==> config.mk <==
export PLATFORM = sky130hd
export DESIGN_NAME = ticket_purchase_ctrl
export DESIGN_NICKNAME = d
export VERILOG_FILES = /design/src/rtl/ticket_purchase_ctrl.sv
export SDC_FILE = /design/constraint.sdc
export NUM_CORES = 1
export LEC_CHECK = 0
export CAP_MARGIN = 20
export CORE_MARGIN = 2
export CORE_UTILIZATION = 34
export CTS_CLUSTER_DIAMETER = 120
export DETAILED_ROUTE_END_ITERATION = 12
export GPL_TIMING_DRIVEN = 0
export PLACE_DENSITY = 0.65
export SLEW_MARGIN = 20
export SYNTH_ARGS = -nofsm -noshare
export SYNTH_HDL_FRONTEND = slang
export SYNTH_SLANG_ARGS = --single-unit
==> constraint.sdc <==
create_clock -name clk -period 3.1 [get_ports clk]
set_input_delay 0.31 -clock clk [delete_from_list [all_inputs] [get_ports clk]]
set_output_delay 0.31 -clock clk [all_outputs]
set_load 0.005 [all_outputs]
==> src/rtl/ticket_purchase_ctrl.sv <==
// Host-side controller that feeds up to four bills into a ticket machine and
// reports the outcome (dispensed, returned, underpaid, protocol error).
module ticket_purchase_ctrl #(
    parameter int RDY_TIMEOUT = 16,
    parameter int CNT_W       = 8
) (
    input  logic             clk,
    input  logic             clear,
    input  logic             req_valid,
    output logic             req_ready,
    input  logic [7:0]       req_bills,
    input  logic             ready,
    input  logic             dispense,
    input  logic             return_sig,
    input  logic             bill,
    output logic             ten,
    output logic             twenty,
    output logic             done,
    output logic [1:0]       status,
    output logic [CNT_W-1:0] ticket_count,
    output logic [CNT_W-1:0] return_count
);

    localparam int TW = $clog2(RDY_TIMEOUT + 1);
    localparam logic [TW-1:0] TMO_LAST = TW'(RDY_TIMEOUT - 1);

    localparam logic [1:0] CODE_TEN    = 2'b01;
    localparam logic [1:0] CODE_TWENTY = 2'b10;
    localparam logic [1:0] ST_OK       = 2'b00;
    localparam logic [1:0] ST_RET      = 2'b01;
    localparam logic [1:0] ST_UNDER    = 2'b10;
    localparam logic [1:0] ST_ERR      = 2'b11;

    typedef enum logic [2:0] {IDLE, WAIT_RDY, INSERT, CHECK, FINISH} state_t;

    state_t          state_r;
    logic [7:0]      bills_r;
    logic [2:0]      slot_r;
    logic [5:0]      total_r;
    logic [TW-1:0]   tmo_r;

    logic [1:0]      cur_code_s;
    logic [1:0]      next_code_s;
    logic [2:0]      next_slot_s;
    logic [5:0]      bill_val_s;
    logic [2:0]      exp_s;
    logic            check_ok_s;
    logic            next_is_bill_s;

    function automatic logic [1:0] code_at(input logic [7:0] bills, input logic [2:0] idx);
        logic [1:0] code;
        case (idx)
            3'd0:    code = bills[1:0];
            3'd1:    code = bills[3:2];
            3'd2:    code = bills[5:4];
            3'd3:    code = bills[7:6];
            default: code = 2'b00;
        endcase
        return code;
    endfunction

    function automatic logic is_bill(input logic [1:0] code);
        return (code == CODE_TEN) || (code == CODE_TWENTY);
    endfunction

    function automatic logic [CNT_W-1:0] sat_inc(input logic [CNT_W-1:0] v);
        return (v == {CNT_W{1'b1}}) ? v : v + CNT_W'(1);
    endfunction

    // Decode current/next bill and the machine response expected for the running total
    always_comb begin
        cur_code_s     = code_at(bills_r, slot_r);
        next_slot_s    = slot_r + 3'd1;
        next_code_s    = code_at(bills_r, next_slot_s);
        next_is_bill_s = (next_slot_s < 3'd4) && is_bill(next_code_s);
        if (cur_code_s == CODE_TWENTY) begin
            bill_val_s = 6'd20;
        end else begin
            bill_val_s = 6'd10;
        end
        // expected {bill, dispense, return_sig}; totals above 50 cannot occur
        if (total_r < 6'd40) begin
            exp_s = 3'b100;
        end else if (total_r == 6'd40) begin
            exp_s = 3'b010;
        end else if (total_r == 6'd50) begin
            exp_s = 3'b001;
        end else begin
            exp_s = 3'b111;
        end
        check_ok_s = ({bill, dispense, return_sig} == exp_s);
    end

    // Purchase state machine with registered handshake, pulse and result outputs
    always_ff @(posedge clk or posedge clear) begin
        if (clear) begin
            state_r      <= IDLE;
            bills_r      <= 8'd0;
            slot_r       <= 3'd0;
            total_r      <= 6'd0;
            tmo_r        <= '0;
            req_ready    <= 1'b1;
            ten          <= 1'b0;
            twenty       <= 1'b0;
            done         <= 1'b0;
            status       <= ST_OK;
            ticket_count <= '0;
            return_count <= '0;
        end else begin
            ten    <= 1'b0;
            twenty <= 1'b0;
            done   <= 1'b0;
            case (state_r)
                IDLE: begin
                    if (req_valid && req_ready) begin
                        bills_r   <= req_bills;
                        slot_r    <= 3'd0;
                        total_r   <= 6'd0;
                        tmo_r     <= '0;
                        req_ready <= 1'b0;
                        if (is_bill(req_bills[1:0])) begin
                            state_r <= WAIT_RDY;
                        end else begin
                            state_r <= FINISH;
                            done    <= 1'b1;
                            status  <= ST_UNDER;
                        end
                    end
                end
                WAIT_RDY: begin
                    if (ready) begin
                        state_r <= INSERT;
                        ten     <= (cur_code_s == CODE_TEN);
                        twenty  <= (cur_code_s == CODE_TWENTY);
                    end else if (tmo_r == TMO_LAST) begin
                        state_r <= FINISH;
                        done    <= 1'b1;
                        status  <= ST_ERR;
                    end else begin
                        tmo_r <= tmo_r + TW'(1);
                    end
                end
                INSERT: begin
                    total_r <= total_r + bill_val_s;
                    state_r <= CHECK;
                end
                CHECK: begin
                    if (!check_ok_s) begin
                        state_r <= FINISH;
                        done    <= 1'b1;
                        status  <= ST_ERR;
                    end else if (total_r == 6'd40) begin
                        state_r      <= FINISH;
                        done         <= 1'b1;
                        status       <= ST_OK;
                        ticket_count <= sat_inc(ticket_count);
                    end else if (total_r == 6'd50) begin
                        state_r      <= FINISH;
                        done         <= 1'b1;
                        status       <= ST_RET;
                        return_count <= sat_inc(return_count);
                    end else begin
                        slot_r <= next_slot_s;
                        if (next_is_bill_s) begin
                            state_r <= INSERT;
                            ten     <= (next_code_s == CODE_TEN);
                            twenty  <= (next_code_s == CODE_TWENTY);
                        end else begin
                            state_r <= FINISH;
                            done    <= 1'b1;
                            status  <= ST_UNDER;
                        end
                    end
                end
                FINISH: begin
                    state_r   <= IDLE;
                    req_ready <= 1'b1;
                end
                default: begin
                    state_r   <= IDLE;
                    req_ready <= 1'b1;
                end
            endcase
        end
    end

endmodule

==> metrics.txt, run 1 <==
Seq/Total Area, Yosys=0.4183; CTS H-tree lvls=2; DIE AREA=about 8800 um2; Post-DP HPWL=4249 um; drt first pass iters=4; crit start category=flip-flop; Yosys top cell area share=0.4087; Fillers=756; data required time of the worst path=3.30 ns; I/O pin cnt=37; Area Growth Syn to Fin=23.84%; number of max-cap violations=0; largest net degree at the start of global routing=34; synthesized net count=slightly above 300; placed instance count=about 410; via count=2153; Synth Instances=274; status=complete, no violations; IO buf count=36; Crit path largest cell delay=approximately 0.43 ns; Antenna Nets Post-Route=0; Final Max Tran Viols=0; Worst Path Max Fanout=5; site row count=32; ys async rst share=1.000; initial antenna violation count=0; DIE HEIGHT=roughly 94 um; wire per inst=between 10 and 15 um; Cell variety after synth=60; Reg clk slew, reported paths=0.09 ns; n_diodes=0; Lkg Pwr=~1.5 nW; Hold Path Class=primary input to asynchronous set/reset pin; max_slew headroom=0.5619; synth top area cells=dfrtp_1 41%, ha_1 7.3%, nand2_1 5.9%; fin cells=around 420; Vias/cell=5.078; CP arrival=3.11 ns; Setup WS post-layout=0.1957 ns; Max VDD drop=between 0.3 and 0.4 mV; max frequency=344.3 MHz; internal reg-to-reg setup slack=0.20 ns; global-route wire length before repair=around 9800 um; clock tree buffer depth=2; die width=around 94 um; Warnings, synthesis=0; Most used DFF post-synth=dfrtp_1; Num CTS Buffers=5; CP max-delay cell=fa_1; Routed WL=about 5800 um; setup tns final=0 ns; NumNets Final=354; Seq cells post-synth=46; Mean Syn Cell Area=10.06 um2; EDFF count, synth=0; CTS root buf=clkbuf_8; mapped cell area=around 2800 um2; Placer Congestion=0.8204; WS Path Type=flip-flop to flip-flop; vias in the first global route=about 2.0k; count leader, synth=dfrtp_1; crit-path cells=inv_1 > ha_1 > a222oi_1 > buf_4 > o211ai_1 > a22oi_2 > inv_1 > ha_1 > fa_1 > a21o_1 > a21oi_1 > o211ai_1 > o31ai_1; Post-Place Setup Slack=-0.2916 ns; DRC Markers=0; dominant cell type by area after synthesis=dfrtp_1; Critical Path Sink Type=flip-flop; Worst-Skew Late Latency=between 0.2 and 0.3 ns; Tmin final=about 2.9 ns; Core ar.=between 7000 and 8000 um2; Tcrit/Tclk final=0.9369; initial core utilization=0.3529; CTS tree=built; initial DRC count=around 150; GR Util All Layers=0.1399; final setup violation count=0; P per Cell Area=between 700 and 800 nW/um2; CTS Hold Bufs=0; Setup Skew=approximately 0.006 ns; TritonCTS Sinks=between 40 and 50; layout cells sized above 1=0.1366; grt total ovfl=0; top cells by count, synth=45 x dfrtp_1, 43 x nand2_1, 16 x ha_1, 16 x xor2_1, 14 x o21ai_0; Worst-Margin Slew=between 0.6 and 0.7 ns; Hold Vio Cnt, Final=0
## routing by layer
layer | part of all wire | track usage | routed length (um) | up-vias
li1 | - | - | - | 1083
met1 | 0.48 | 0.1985 | 2796 | 1041
met2 | 0.48 | 0.2226 | 2789 | 27
met3 | 0.026 | 0.02247 | 150 | 2
met4 | 0.0071 | 0.03623 | 41 | 0
met5 | 0 | 0 | 0 | -
## through the flow
stage                 util  hold slack, ns  total power [mW]  instance area [um2]
detailed placement  0.4179          0.4671             2.014                 3263
finish              0.4370          0.2785             2.524                 3412
global route        0.4370          0.3125             2.746                 3412
global placement    0.4154          0.4676             1.964                 3243
CTS                 0.4349          0.2849             2.520                 3396
floorplan                -          0.4154             1.712                 2755
## cell type report
class                   count  area, um2  share of cell area
multi-input cells         207       1520              0.4455
flip-flops and latches     46       1154              0.3381
clock inverters             1      30.03            0.008801
inverters                  13      48.80             0.01430
clock buffers               6      82.58             0.02420
well taps                 102      127.6             0.03740
plain buffers               8      38.79             0.01137
repair buffers             41      410.4              0.1203
## registers in the layout, indices dropped and copies added (netlist names)
signal        flops
tmo_r             5
state_r           3
ten               1
twenty            1
done              1
bills_r           8
total_r           5
return_count      8
req_ready         1
status            2
ticket_count      8
slot_r            3
## cells by family (layout without fill, tap and decap cells)
group           count (synthesis)  in the layout  share of synthesized area
flops                          46             46                     0.4183
xor+xnor                       19             19                    0.06313
fa+ha+maj                      17             17                    0.07993
mux                             7              7                    0.02679
buf+inv                        21             69                    0.03179
simple gates                  113            113                     0.2443
compound gates                 51             51                     0.1358
## worst max-delay path, delay by kind of cell, from the launching register on
family	cells	cell delay [ns]
AO/OA/AOI/OAI	7	1.17
flip-flops	1	0.38
adder cells (fa/ha/maj)	3	0.89
buffers and inverters	3	0.36
## report_power, final
group / internal, mW / leakage (nW) / switching, mW
Sequential: 0.758 / 0.601 / 0.167
Combinational: 0.522 / 0.877 / 0.617
Clock: 0.258 / 0.0573 / 0.201
Total: 1.54 / 1.53 / 0.986
## placed cells by master, fill, tap and decap left out, types with 4 or more instances in the layout
master and count:
xor2_1 16, a21oi_1 6, nand2_1 43, ha_1 16, inv_1 12, buf_4 4
o21ai_0 14, clkdlybuf4s50_1 36, and3_1 7, nor3_2 9, nand4_1 7, clkbuf_8 6
dfrtp_1 44, a22oi_1 5, nand3_1 7, clkbuf_1 6, nor2_1 11, mux2i_1 4
## worst paths after layout
path	cells after the start	end	startpoint
setup reg to reg	13	total_r[5]	slot_r[1]
max in group asynchronous	3	req_ready	clear
hold / removal	2	ticket_count[6]	clear
setup / recovery	13	total_r[5]	slot_r[1]
hold reg to reg	2	req_ready	req_ready
min in group clk	2	req_ready	req_ready
## repair_timing
item	4_1_cts	5_1_grt
gates cloned	0	0
pin swaps	2	0
resized for setup	1	1
buffers inserted	2	2
endpoints found under the setup margin	1	1
Power figures use the tool's default switching activity.
==> inputs of run 2 (changes only) <==
--- a/config.mk
+++ b/config.mk
@@ -8,6 +8,7 @@
 export CAP_MARGIN = 20
 export CORE_MARGIN = 2
 export CORE_UTILIZATION = 34
+export CTS_BUF_LIST = sky130_fd_sc_hd__clkbuf_8 sky130_fd_sc_hd__clkbuf_16
 export CTS_CLUSTER_DIAMETER = 120
 export DETAILED_ROUTE_END_ITERATION = 12
 export GPL_TIMING_DRIVEN = 0
==> results of run 2 <==
Final layout, timing and power as in run 1 (identical DEF).
==> inputs of run 3 (changes only) <==
--- a/config.mk
+++ b/config.mk
@@ -6,13 +6,14 @@
 export NUM_CORES = 1
 export LEC_CHECK = 0
 export CAP_MARGIN = 20
-export CORE_MARGIN = 2
+export CORE_MARGIN = 4
 export CORE_UTILIZATION = 34
 export CTS_BUF_LIST = sky130_fd_sc_hd__clkbuf_8 sky130_fd_sc_hd__clkbuf_16
 export CTS_CLUSTER_DIAMETER = 120
 export DETAILED_ROUTE_END_ITERATION = 12
 export GPL_TIMING_DRIVEN = 0
-export PLACE_DENSITY = 0.65
+export PLACE_DENSITY = 0.63
+export RECOVER_POWER = 25
 export SLEW_MARGIN = 20
 export SYNTH_ARGS = -nofsm -noshare
 export SYNTH_HDL_FRONTEND = slang
==> constraint.sdc (replaced) <==
create_clock -name clk -period 3.8 [get_ports clk]
set_input_delay 0.38 -clock clk [delete_from_list [all_inputs] [get_ports clk]]
set_output_delay 0.38 -clock clk [all_outputs]
set_load 0.005 [all_outputs]
==> run 3 against run 2 <==
  * Cell area fell by 1.5%
  * First-iteration DRC count down 28%
  * Sequential power down 19%
  * Via count is 0.46% lower
  * Clock power shrank 18%
  * Critical endpoint unchanged
  * Critical path depth shrank 2
  * Global-route usage shrank 1.1 points
  * Worst hold slack improved by 0.20 ns
  * Core utilization is 0.66 points lower
==> metrics.txt, run 3 (synthesis results as in run 1) <==
DIE HEIGHT=98.02 um (+4.3%); switch share=0.4021 (+0.01156); layout cells sized above 1=0.1160 (-0.02066); grt total ovfl=0 (unchanged); Antenna Nets Post-Route=0 (unchanged); final setup violation count=0 (unchanged); DIE AREA=9608 um2 (+8.7%); via count=2143 (-0.46%); max frequency=308.1 MHz (-11%); data required time of the worst path=4.02 ns (+0.72 ns); Routed WL=5722 um (-0.97%); largest net degree at the start of global routing=27 (-21%); crit start category=flip-flop; Worst-Margin Slew=1.409 ns (+0.7558 ns); Final Max Tran Viols=0 (unchanged); Max VDD drop=0.2848 mV (-20%); TritonCTS Sinks=46 (unchanged); vias in the first global route=2156 (+6.4%); Fillers=780 (+3.2%); site row count=32 (unchanged); drt first pass iters=4 (unchanged); Setup Skew=0.01349 ns (+0.007513 ns); global-route wire length before repair=10320 um (+5.6%); RSZ-0062 raised after global routing=no; setup tns final=0 ns (unchanged); Critical Path Sink Type=flip-flop; status=complete, no violations; die width=98.02 um (+4.3%); Comb pwr share=0.433 (-0.018); initial DRC count=105 (-28%); P per Cell Area=595.0 nW/um2 (-20%); crit-path cells=ha_1 > a222oi_1 > o211ai_1 > a22oi_1 > inv_1 > ha_1 > fa_1 > a21o_1 > a21oi_1 > o211ai_1 > o31ai_1; Vias/cell=5.090 (+0.24%); Post-Place Setup Slack=0.5601 ns (+0.8517 ns); Placer Congestion=0.8308 (+1.3%); Area Growth Syn to Fin=21.98%; Worst Path Max Fanout=6 (+1); DRC Markers=0 (unchanged); Hold Vio Cnt, Final=0 (unchanged); setup bufs post-CTS=0 (-2); Lkg Pwr=1.503 nW (-2.1%); Worst-Skew Late Latency=0.31 ns (+0.02 ns); clock tree buffer depth=2 (unchanged); Num CTS Buffers=5 (unchanged); internal power=1.196 mW (-22%); number of max-cap violations=0 (unchanged); Flop pwr share=0.377 (+0.010); n_diodes=0 (unchanged); Switching Power=0.8040 mW (-18%); GR Util All Layers=0.1287 (-0.01125); CTS resizes=0 (-1); CP arrival=3.47 ns (+0.36 ns); Tmin final=3.246 ns (+0.3416 ns); CTS tree=built; CTS Hold Bufs=0 (unchanged); Sequential Area=1152 um2 (-0.11%); worst hold slack=0.4759 ns (+0.1974 ns); I/O pin cnt=37 (unchanged); fin cells=421 (-0.71%); CTS H-tree lvls=2 (unchanged); initial antenna violation count=0 (unchanged); Core ar.=7807 um2 (unchanged); biggest regs=bills_r: 8 flops, return_count: 8 flops, ticket_count: 8 flops; initial core utilization=0.3529 (unchanged); leading cell type in the layout, fill and taps excluded=dfrtp_1; Reg clk slew, reported paths=0.10 ns (about the same); Multi-input gate area=1515 um2 (-0.33%); Setup WS post-layout=0.5542 ns (+0.3584 ns); Crit path largest cell delay=0.48 ns (+0.05 ns); total design power=2.000 mW (-21%); clock share of power=0.190 (+0.008); Post-DP HPWL=4319 um (+1.6%); IO buf count=36 (unchanged); wire per inst=13.59 um (-0.26%); Tcrit/Tclk final=0.8542 (-0.08269); max_slew headroom=0.06065 (-0.5012); Hold Path Class=flip-flop to flip-flop; WS Path Type=flip-flop to flip-flop; placed instance count=413 (unchanged); CP max-delay cell=a222oi_1; CTS root buf=clkbuf_8; NumNets Final=350 (-1.1%); most frequent cells in the layout=45 x dfrtp_1, 43 x nand2_1, 35 x clkdlybuf4s50_1
run 3: layout make-up:
type	count	area share
multi-input combinational	207	0.4509
sequential	46	0.3429
timing repair buffer	37	0.1083
tap	102	0.03797
clock buffer	5	0.02048
inverter	13	0.01452
clock inverter	3	0.01340
buffer	8	0.01154
run 3: layer usage:
metal / wire, um / track usage / share of wire / vias up
met1: 2668 / 0.1716 / 0.47 / 1027
met3: 305 / 0.03571 / 0.053 / 4
met2: 2716 / 0.2105 / 0.47 / 46
li1: - / - / - / 1066
met5: 0 / 0 / 0 / -
met4: 31 / 0.02556 / 0.0054 / 0
run 3: stage by stage:
stage	area [um2]	utilization
6_report	3361	0.4304
2_1_floorplan	2755	-
3_5_place_dp	3263	0.4179
4_1_cts	3377	0.4325
5_1_grt	3361	0.4304
3_3_place_gp	3243	0.4154
run 3: worst paths after layout:
| path | to | slack (ns) | from | depth (start not counted) |
|---|---|---|---|---|
| min | req_ready | 0.48 | req_ready | 2 |
| min reg2reg | req_ready | 0.48 | req_ready | 2 |
| max in group asynchronous | bills_r[6] | 1.39 | clear | 3 |
| max reg2reg | total_r[5] | 0.55 | slot_r[0] | 11 |
| max | total_r[5] | 0.55 | slot_r[0] | 11 |
| min in group asynchronous | return_count[5] | 0.65 | clear | 2 |
run 3: power by group through the flow:
stage | combinational [mW] | sequential, mW | clock [mW]
3_3_place_gp | 0.844 | 0.757 | 0
3_5_place_dp | 0.871 | 0.763 | 0
2_1_floorplan | 0.669 | 0.728 | 0
4_1_cts | 0.877 | 0.755 | 0.390
5_1_grt | 1.02 | 0.777 | 0.409
6_report | 0.866 | 0.754 | 0.379
run 3: worst max-delay path: cells and delay by family, from the launching register on:
| kind | cells | cell delay (ns) |
|---|---|---|
| compound gates | 7 | 1.61 |
| fa+ha+maj | 3 | 0.97 |
| buf+inv | 1 | 0.13 |
| flops | 1 | 0.46 |
==> RTL edit, RTL diff (flow settings as in run 1) <==
The parameter `CNT_W` goes from 8 to 10.
--- a/src/rtl/ticket_purchase_ctrl.sv
+++ b/src/rtl/ticket_purchase_ctrl.sv
@@ -2,7 +2,7 @@
 // reports the outcome (dispensed, returned, underpaid, protocol error).
 module ticket_purchase_ctrl #(
     parameter int RDY_TIMEOUT = 16,
-    parameter int CNT_W       = 8
+    parameter int CNT_W       = 10
 ) (
     input  logic             clk,
     input  logic             clear,
Ports: changed (resized return_count and ticket_count); port bits go from 37 to 41. The function was not compared with the original's and may differ.
==> RTL edit against run 1 <==
  * Wire length grew 13%
  * Cell area grew 8.0%
  * Sequential cell count grew 4
  * Count of clock-buffer cells in the layout shrank 1
  * Synthesized cell count grew 4.7%
  * Worst setup slack lost 0.068 ns
  * Total power grew 11%
  * Area after synthesis grew 7.4%
==> RTL edit: results (changes against run 1) <==
Power
  • Clock-net power: 0.474 mW (+3%)
  • Worst vdd ir: 0.229 mV (-35%)
  • P_leak: 1.60 nW (+4.5%)
  • Sw Pwr: 1.09 mW (+10%)
  • Comb power: 1.38 mW (+21%)

Route
  • Initial drt markers: 83 (-43%)
  • Wire length per cell: 14.5 µm (+6.6%)
  • Via count: 2,395 (+11%)
  • First-pass iteration count of the detailed router: 5 (+1)

Synthesis
  • Synth top cells by count: 49 x dfrtp_1, 19 x nand2_1, 16 x ha_1
  • Mapped Nets: 319 (+4.2%)
  • Count of warnings emitted by yosys: 0 (unchanged)
  • Synth top area cells: dfrtp_1 41%, ha_1 6.8%, mux2_2 3.8%
  • Synth async-reset ratio: 100% (unchanged)
  • Cell variety after synth: 63 (+5.0%)
  • Part of the Yosys area used for sequential elements: 42.3% (+0.50 points)

Clock tree
  • H-Tree Level Count: 2 (unchanged)
  • Max clock buf depth: 2 (unchanged)
  • Clock Latency Late Sink: 0.31 ns (+0.02 ns)
  • Clk pin slew, worst setup/hold paths: 0.10 ns
  • CTS buffer count: 5 (unchanged)
  • Clk root buf: clkbuf_8

Finish
  • Diodes inserted: 0 (unchanged)
  • Layout cells sized above 1: 14.6% (+0.96 points)
  • # nets final: 373 (+5.4%)
  • Biggest regs: return_count (10), ticket_count (10), bills_r (8)

Placed design
  • Area after DPL: 3510 µm² (+7.7%)
  • PortBufs: 40 (+11%)
  • Hpwl dp: 4.74 mm (+12%)
  • Placer Congestion: 0.777 (-5.3%)

STA
  • Clock skew: 0.0106 ns (+0.00465 ns)
  • Worst-Margin Slew: 0.673 ns (+0.0194 ns)

GRT
  • Vias in the first global route: 2,337 (+15%)
  • Largest net degree at the start of global routing: 28 (-18%)
  • GRT Resource Usage Total: 14.2% (+0.25 points)
  • Initial antenna violation count: 0 (unchanged)
  • First-pass GRT wire length: 11.2 mm (+14%)

Outcome
  • Status: complete, no violations

Worst setup path
  • RR Startpoint: slot_r[0]
  • Critical path class: flop to flop
  • Crit path max fanout: 4 (-1)

Hold path
  • Hold Crit Class: input port to async pin
## RTL edit: cell types whose count changed in the layout (fill, tap and decap cells not counted), sizes merged, moves of 4 or more
cell                  run 1  this run
buf                       7        13
xor2                     16        11
mux2                      3        12
or3                       1         5
clkdlybuf4s50            36        40
xnor2                     3        11
nand4                     8        14
nand2                    43        19
dfrtp                    45        49
o21ai                    14        10
nand3                     7        14
nor3b                     5         1
## RTL edit: through the flow
stage               hold slack [ns]  total power, mW  instances  setup WS [ns]
floorplan                     0.449             1.89        287          0.154
global placement              0.462             2.17        435        -0.0854
detailed placement            0.468             2.21        436         -0.163
CTS                           0.392             2.75        447         0.0270
global route                  0.429             3.04        450        0.00632
finish                        0.379             2.81        450          0.128
## RTL edit: repair_timing
action,in CTS,in global routing
pin swaps,2,4
gates resized for setup,3,3
buffers inserted,3,3
setup endpoints to repair,1,1
## RTL edit: kinds of logic after synthesis
| kind of cell | Yosys count | synth area share (%) |
|---|---|---|
| buf+inv | 24 | 3.68 |
| fa+ha+maj | 17 | 7.44 |
| xor+xnor | 22 | 6.51 |
| flops | 50 | 42.3 |
| simple gates | 107 | 21.2 |
| compound gates | 54 | 13.8 |
| mux | 13 | 5.03 |
## RTL edit: per-layer routing
metal | GRT usage [%] | up-vias | wire length (µm) | part of all wire, %
li1 | - | 1164 | - | -
met1 | 19.8 | 1178 | 3180 | 49
met2 | 22.5 | 48 | 3040 | 47
met3 | 3.53 | 5 | 251 | 3.8
met4 | 3.31 | 0 | 60 | 0.92
met5 | 0 | - | 0 | 0
## RTL edit: layout make-up
type | count | area [µm²]
flip-flops and latches | 50 | 1250
fillers | 840 | 4910
plain buffers | 10 | 56.3
inverters | 14 | 52.6
repair buffers | 47 | 465
well taps | 108 | 135
multi-input cells | 213 | 1610
clock buffers | 5 | 68.8
clock inverters | 3 | 45.0
## RTL edit: worst paths after layout
path,endpoint,slack (ns),depth (start not counted)
worst max-delay path,total_r[5],0.13,12
worst min-delay path,ticket_count[3],0.38,2
worst max register to register,total_r[5],0.13,12
worst min register to register,tmo_r[4],0.48,2
max in group asynchronous,req_ready,2.11,3
min in group clk,tmo_r[4],0.48,2
## RTL edit: worst max-delay path, stage by stage, from the launching register on
cell	delay, ns
dfrtp_1	0.42
inv_2	0.07
ha_2	0.21
a222oi_1	0.41
or2_4	0.20
a32oi_1	0.09
o22a_2	0.23
ha_1	0.22
fa_2	0.35
a21o_1	0.19
a21oi_1	0.14
nor2_1	0.07
mux2_2	0.28
